$ cat src/rtl/calc_sequencer.sv
// Key-entry sequencer for the four-function calculator: builds signed operands
// and an operator from key events, strobes the datapath and captures its answer.
module calc_sequencer #(
  parameter int unsigned MAX_DIGITS  = 6,
  parameter int unsigned WAIT_CYCLES = 2
) (
  input  logic        sw_clk,
  input  logic        rst,
  input  logic        key_valid,
  input  logic [4:0]  key_code,
  input  logic [31:0] ans,
  output logic [31:0] operand1,
  output logic [31:0] operand2,
  output logic [2:0]  operator,
  output logic        calc_go,
  output logic [31:0] display,
  output logic        busy,
  output logic        error
);

  localparam int unsigned CW = $clog2(MAX_DIGITS + 2);
  localparam int unsigned WW = (WAIT_CYCLES > 1) ? $clog2(WAIT_CYCLES) : 1;

  localparam logic [31:0] ERR_CODE = 32'h00EE_0000;
  localparam logic [31:0] POS_MAX  = 32'd999999;
  localparam logic [31:0] NEG_MAX  = 32'd99999;

  typedef enum logic [2:0] {
    S_ENTER_A,
    S_OP_SEL,
    S_ENTER_B,
    S_EXEC,
    S_WAIT,
    S_SHOW,
    S_ERR
  } state_t;

  state_t          state, state_n;
  logic [31:0]     op1_n, op2_n, disp_n;
  logic [2:0]      opr_n;
  logic [31:0]     mag, mag_n;
  logic            neg, neg_n;
  logic [CW-1:0]   cnt, cnt_n;
  logic [WW-1:0]   wcnt, wcnt_n;

  logic            is_digit, is_op, is_eq, is_clr, is_neg;
  logic [31:0]     d;
  logic [2:0]      key_opr;
  logic [31:0]     dig_mag, dig_val, neg_val;
  logic [CW-1:0]   dig_cnt, fresh_cnt;
  logic            dig_ok, neg_ok;

  assign is_digit = key_valid && (key_code <= 5'd9);
  assign is_op    = key_valid && (key_code >= 5'd10) && (key_code <= 5'd14);
  assign is_eq    = key_valid && (key_code == 5'd15);
  assign is_clr   = key_valid && (key_code == 5'd16);
  assign is_neg   = key_valid && (key_code == 5'd17);
  assign d        = {27'b0, key_code};
  assign key_opr  = 3'(key_code - 5'd9);

  // The entry works on a magnitude plus sign so that -0 keeps its sign for
  // subsequent digits; the digit count stays 0 while only zeros are entered.
  assign dig_mag   = mag * 32'd10 + d;
  assign dig_cnt   = (dig_mag == '0) ? '0 : cnt + CW'(1);
  assign dig_ok    = (dig_cnt <= CW'(MAX_DIGITS)) &&
                     (dig_mag <= (neg ? NEG_MAX : POS_MAX));
  assign dig_val   = neg ? -dig_mag : dig_mag;
  assign neg_ok    = neg || (mag <= NEG_MAX);
  assign neg_val   = neg ? mag : -mag;
  assign fresh_cnt = (key_code == 5'd0) ? '0 : CW'(1);

  always_comb begin
    state_n = state;
    op1_n   = operand1;
    op2_n   = operand2;
    opr_n   = operator;
    disp_n  = display;
    mag_n   = mag;
    neg_n   = neg;
    cnt_n   = cnt;
    wcnt_n  = wcnt;

    if (is_clr) begin
      state_n = S_ENTER_A;
      op1_n   = '0;
      op2_n   = '0;
      opr_n   = '0;
      disp_n  = '0;
      mag_n   = '0;
      neg_n   = 1'b0;
      cnt_n   = '0;
      wcnt_n  = '0;
    end else begin
      case (state)
        S_ENTER_A: begin
          if (is_digit && dig_ok) begin
            mag_n  = dig_mag;
            cnt_n  = dig_cnt;
            op1_n  = dig_val;
            disp_n = dig_val;
          end else if (is_neg && neg_ok) begin
            neg_n  = ~neg;
            op1_n  = neg_val;
            disp_n = neg_val;
          end else if (is_op) begin
            opr_n   = key_opr;
            disp_n  = operand1;
            state_n = S_OP_SEL;
          end
        end

        S_OP_SEL: begin
          if (is_op) begin
            opr_n = key_opr;
          end else if (is_digit) begin
            op2_n   = d;
            disp_n  = d;
            mag_n   = d;
            neg_n   = 1'b0;
            cnt_n   = fresh_cnt;
            state_n = S_ENTER_B;
          end
        end

        S_ENTER_B: begin
          if (is_digit && dig_ok) begin
            mag_n  = dig_mag;
            cnt_n  = dig_cnt;
            op2_n  = dig_val;
            disp_n = dig_val;
          end else if (is_neg && neg_ok) begin
            neg_n  = ~neg;
            op2_n  = neg_val;
            disp_n = neg_val;
          end else if (is_eq) begin
            wcnt_n  = '0;
            state_n = S_EXEC;
          end
        end

        // EXEC plus WAIT together last WAIT_CYCLES cycles; capture on the last.
        S_EXEC, S_WAIT: begin
          if (wcnt == WW'(WAIT_CYCLES - 1)) begin
            disp_n  = ans;
            wcnt_n  = '0;
            state_n = (ans == ERR_CODE) ? S_ERR : S_SHOW;
          end else begin
            wcnt_n  = wcnt + WW'(1);
            state_n = S_WAIT;
          end
        end

        S_SHOW, S_ERR: begin
          if (is_digit) begin
            op1_n   = d;
            op2_n   = '0;
            opr_n   = '0;
            disp_n  = d;
            mag_n   = d;
            neg_n   = 1'b0;
            cnt_n   = fresh_cnt;
            state_n = S_ENTER_A;
          end else if (is_op && (state == S_SHOW)) begin
            op1_n   = display;
            op2_n   = '0;
            opr_n   = key_opr;
            state_n = S_OP_SEL;
          end
        end

        default: state_n = S_ENTER_A;
      endcase
    end
  end

  always_ff @(posedge sw_clk) begin
    if (rst) begin
      state    <= S_ENTER_A;
      operand1 <= '0;
      operand2 <= '0;
      operator <= '0;
      display  <= '0;
      mag      <= '0;
      neg      <= 1'b0;
      cnt      <= '0;
      wcnt     <= '0;
    end else begin
      state    <= state_n;
      operand1 <= op1_n;
      operand2 <= op2_n;
      operator <= opr_n;
      display  <= disp_n;
      mag      <= mag_n;
      neg      <= neg_n;
      cnt      <= cnt_n;
      wcnt     <= wcnt_n;
    end
  end

  assign calc_go = (state == S_EXEC);
  assign busy    = (state == S_EXEC) || (state == S_WAIT);
  assign error   = (state == S_ERR);

endmodule

$ cat config.mk
export PLATFORM = sky130hd
export DESIGN_NAME = calc_sequencer
export DESIGN_NICKNAME = d
export VERILOG_FILES = /design/src/rtl/calc_sequencer.sv
export SDC_FILE = /design/constraint.sdc
export NUM_CORES = 1
export LEC_CHECK = 0
export BUFFER_PORTS_ARGS = -buffer_cell sky130_fd_sc_hd__buf_2
export CAP_MARGIN = 30
export CORE_UTILIZATION = 47
export CTS_CLUSTER_DIAMETER = 100
export CTS_CLUSTER_SIZE = 30
export DETAILED_ROUTE_END_ITERATION = 16
export PLACE_DENSITY = 0.66
export REMOVE_ABC_BUFFERS = 1
export SLEW_MARGIN = 0
export SYNTH_ARGS = -nofsm -noshare
export SYNTH_HDL_FRONTEND = slang
export SYNTH_SLANG_ARGS = --single-unit
$ cat constraint.sdc
create_clock -name sw_clk -period 9.2 [get_ports sw_clk]
set_input_delay 1.38 -clock sw_clk [delete_from_list [all_inputs] [get_ports sw_clk]]
set_output_delay 1.38 -clock sw_clk [all_outputs]
set_load 0.1 [all_outputs]
Yosys cells after proc, flatten, opt, wreduce, memory -nomap -nowiden
Cells that the tools add are included.

Bits in registers: 139. Latch bits: 0. Bits in writable memories: 0. ROM bits: 0. Logic and storage cells: 141. Memories kept: 0.

$add $sub $neg: 6. $mul: 1. Divide/modulo/power cells: 0. $lt $le $gt $ge: 6. Equal/unequal tests: 26. Shift operators: 0. Mux-type cells: 59. Bitwise gates (word level): 1. Reduce and logical (&&, ||, !) cells: 33.

Operator list (count): $mux 32 (19); $pmux 32 s3 (2); $pmux 32 s5 (1); $neg 32->32 (2); $pmux 32 s2 (1); $mux 3 (19); $add 32x5->32 (1); $eq 32x24->1 const B (1); $le 32x17->1 const B (1); $le 32x20->1 (1); $logic_not 32->1 (1); $mul 32x3->31 const B (1); $mux 20 (1); $ne 2x2->1 const B (10); $pmux 3 s3 (2); $pmux 3 s5 (1); $reduce_and 4->1 (3); $eq 5x5->1 const B (2); $le 5x4->1 const B (2); $logic_and 1x1->1 (10); $reduce_and 5->1 (2); $eq 3x3->1 const B (3); $mux 1 (9); $ne 3x3->1 const B (3); other kinds (23) (34).

Logic depth before layout (Yosys ltp)
Depth after elaboration: 9. Gate-level depth with buffers: 24. Gate-level depth less buffers: 20.

Worst setup path after synthesis
Ideal clock, no wire load.

Kind: input -> register. Start point: input key_code[4]. End point: register operand2[1]. Library setup time: 0.141 ns. Arrival: 5.986 ns. Slack: 3.073 ns. Cell stages on the path: 19. Path buffers: 2. Path through: ha_1 > clkbuf_1 > nand3_1 > o211ai_1 > nor4b_2 > nand4_1 > nor3b_2 > nand3_1 > xnor2_1 > ha_1 > a21o_1 > a21o_1 > o311a_1 > a211o_1 > buf_6 > nor3_4 > mux4_2 > a221oi_1 > a2111oi_2.

Word-level cells in the longest chain between the ends: 8.

RTL lines: from (decl) (RTL line 10) `input logic [4:0] key_code,`; branches (longest 8 deep; another with $add 32x5->32); to (signal assigned) (RTL line 190) `operand2 <= op2_n;`; to (decl) (RTL line 13) `output logic [31:0] operand2,`.

Several ways; the timed one is not identified. A chain may end at the register's enable or synchronous reset.

Final worst setup path
Start point: register mag[1]. End point: register operand1[30].

Word-level cells in the longest chain between the ends: 9.

RTL lines: from (decl) (RTL line 41) `logic [31:0] mag, mag_n;`; from (signal assigned) (RTL line 193) `mag <= mag_n;`; branches (longest 9 deep; another with $mul 32x3->31); to (signal assigned) (RTL line 189) `operand1 <= op1_n;`; to (decl) (RTL line 12) `output logic [31:0] operand1,`.

Several ways; the timed one is not identified. The select of a mux whose other input is x is not followed.

==> impl_metrics.tcl <==
set metrics [dict create \
    status "finished, final reports clean" \
    hp-class "flop to flop" \
    clockRootBuffer "clkbuf_16" \
    relSlewSlack_pct 21.0 \
    drt-total-wl_um 43400 \
    cp_data_arrival_time_ns 7.86 \
    switching_power_uw 871 \
    dr.pass1.iters 6 \
    drive_above_1_share_pct 15.5 \
    synth_top_area_cell "dfxtp_1" \
    ctsHoldBuffers 0 \
    cts_resized 0 \
    synth_xor_area_share_pct 6.21 \
    drv_slew 0 \
    cp-end-kind "flop" \
    grt_busiest_layer "met2" \
    grtUsageMet3_pct 4.95 \
    nFillCells 2430 \
    netlist.area_leader.share_pct 22.7 \
    die-area_um2 26700 \
    maxCapViolCount 0 \
    synth_area_leaders "dfxtp_1, ha_1, a21oi_1" \
    vias_per_cell 6.61 \
    die_h_um 163 \
    cts_tree "yes" \
    p_comb_share_pct 35.0 \
    synth_cell_types 99 \
    syn-instance-count 1589 \
    setup_viol 0 \
    cp.required_ns 9.55 \
    area_growth_pct 11.4 \
    antenna_found_initial 0 \
    layout_setup_ws_ns 1.69 \
    fp.dieW_um 163 \
    grt_usage_pct 32.2 \
    hpwl_um 31600 \
    synthMuxAreaShare_pct 2.21 \
    cts_setup_buffers 0 \
    synth_fa_ha_area_share_pct 8.10 \
    route.detailed.drc 0 \
    ys.flop_type "dfxtp_1" \
    rows 58 \
    io_pins 142 \
    antennaDiodeCount 0 \
    irDropWorstVdd_mv 0.110 \
    ant_nets 0 \
    hold_ws_ns 0.449 \
    grt_pass1_wl_um 67500 \
    sw_frac_of_total_pct 41.6 \
    finClkSkew_ns 0.0159 \
    min_period_ns 7.51 \
    grt_max_degree 67 \
    synth-compound-area-share_pct 32.8 \
    power_density_nw_per_um2 154 \
    grt_pass1_vias 11964 \
    ys_seq_area_share_pct 22.7 \
    port_buffers 141 \
    tns_ns 0 \
    p_seq_share_pct 31.8 \
    pwr-share-clk_pct 33.1 \
    nNetsFinal 1773 \
    cp.buffers_inverters 1 \
    worst_path_most_repeated_cell "ha_1" \
    critPathMaxFanout 31 \
    cts_buffers 17 \
    path_delay_family "compound AO/OA/AOI/OAI gates" \
    clk_path_buf_depth 2 \
    grt_setup_unrepaired "false" \
    met1_usage_pct 46.1 \
    netlist_area_um2 12200 \
    crit_path_start_kind "flop" \
    fmax_ghz 0.133 \
    clkLatencyLatePin_ns 0.44 \
    place_congestion 0.945 \
    worstMarginPinSlew_ns 1.19 \
    slowest_stage "a22o_1" \
    avgSynthCellArea_um2 7.70 \
    ys_ff_latch 139 \
    post-route-period-util_pct 81.7 \
    yosysWarnings 0 \
    htreeDepth 4 \
    hold_violations 0 \
    wire_per_inst_um 21.7 \
    synth_edf_count 0 \
    cpPeakStageDelay_ns 0.72 \
    start_util_pct 48.3 \
    drtIter0Drc 1640 \
    synth-simple-area-share_pct 22.4 \
    post-place-ws_ns 1.50 \
    gr-usage-met2_pct 49.8 \
    p_leak_nw 5.44 \
    grt_remaining_overflow 0 \
    criticalPathCategory "flop to flop" \
    num_vias 13208 \
    core_area_um2 25300 \
    clk_pin_slew_ns 0.07 \
    synth_top_family_by_area "compound AO/OA/AOI/OAI gates" \
    power_mw 2.10 \
    cts_sinks 139 \
    async_reset_ff_share_pct 0 \
    internal-power_mw 1.22 \
    worstPathCellList "ha_1 > ha_1 > fa_1 > a211oi_4 > o211ai_1 > a21oi_1 > xnor2_1 > and3_1 > nand3_1 > xnor2_1 > ha_1 > a21o_1 > a21o_1 > o311a_1 > a211o_1 > o31ai_4 > a22o_1 > buf_4 > o21ai_0 > a21oi_1" \
]
placed cells by master, fill, tap and decap left out, types with 21 or more instances in the layout:
cell type  netlist  routed
ha_1            76      76
nand4_1         22      22
o21ai_0         64      64
xor2_1          22      22
nor4_1          26      26
nand3_1         40      40
buf_2           21     141
and3_1          28      28
xnor2_1         62      62
nand2_1        154     154
nor3_1          42      42
a21oi_1        137     137
inv_1           32      32
nor2_1         131     130
o31ai_1         24      24
buf_4            4      25
mux2i_1         21      21
dfxtp_1        139     138
o21ai_1         31      29
a211oi_1        50      50
synth_stat cells (all sizes together), types with 7 or more instances:
library cell	instances
a211o	7
a211oi	60
a21o	10
a21oi	138
a221o	15
a221oi	17
a22oi	15
a311oi	17
a31oi	15
a32o	12
a32oi	15
and2	16
and3	28
and4	10
buf	40
clkbuf	80
dfxtp	139
ha	76
inv	32
mux2i	21
nand2	156
nand3	42
nand4	22
nor2	131
nor2b	8
nor3	43
nor4	30
nor4b	7
o211ai	16
o21a	9
o21ai	96
o221ai	15
o22ai	16
o31ai	29
or2	8
or3	12
or4	8
xnor2	62
xor2	22
state kept, by name (all words and copies together) (netlist names):
| name | count |
|---|---|
| neg | 1 |
| cnt | 3 |
| mag | 32 |
| operand1 | 32 |
| display | 32 |
| operator | 3 |
| wcnt | 1 |
| operand2 | 32 |
| state | 3 |
cell families after synthesis:
group | count (synthesis)
AOI/OAI and AO/OA | 564
xor gates and xnor gates | 85
adders and majority gates | 78
buffers and inverters | 154
DFF | 139
muxes | 25
and+or+nand+nor | 544
layer usage:
metal  up-vias  wire, um
met1      6275     19800
met3        55      3510
li1       6224         -
met5         -         0
met2       654     19300
met4         0       815
stage by stage:
stage	util [%]	cell area, um^2	std cells
floorplan	-	11700	1469
global placement	51.5	13000	1965
detailed placement	51.5	13100	1966
CTS	53.8	13600	1998
global route	53.8	13600	1998
finish	53.8	13600	1998
power by group through the flow:
stage               registers, mW  clock network, mW  logic, mW
floorplan                   0.836                  0      0.383
global route                0.669              0.723      0.783
finish                      0.667              0.694      0.734
detailed placement          0.678                  0      0.720
CTS                         0.665              0.698      0.723
global placement            0.679                  0      0.713
worst paths after layout:
path / start / endpoint / slack [ns] / depth (start not counted)
worst max-delay path: mag[1] / operand1[30] / 1.69 / 20
worst min-delay path: operand2[12] / operand2[12] / 0.45 / 2
worst max register to register: mag[1] / operand1[30] / 1.69 / 20
worst min register to register: operand2[12] / operand2[12] / 0.45 / 2
worst min-delay path: stages, from the launching register on:
cell	delay, ns
dfxtp_1	0.31
nand2_1	0.05
a21oi_1	0.05
area by class of cell:
| class | instances | area [um^2] | share of cell area [%] |
|---|---|---|---|
| Multi-Input combinational cell | 1296 | 8820 | 64.7 |
| Sequential cell | 139 | 2780 | 20.4 |
| Clock inverter | 15 | 155 | 1.14 |
| Tap cell | 330 | 413 | 3.03 |
| Timing Repair Buffer | 167 | 905 | 6.64 |
| Clock buffer | 17 | 425 | 3.12 |
| Inverter | 34 | 128 | 0.936 |
Power figures use the tool's default switching activity.
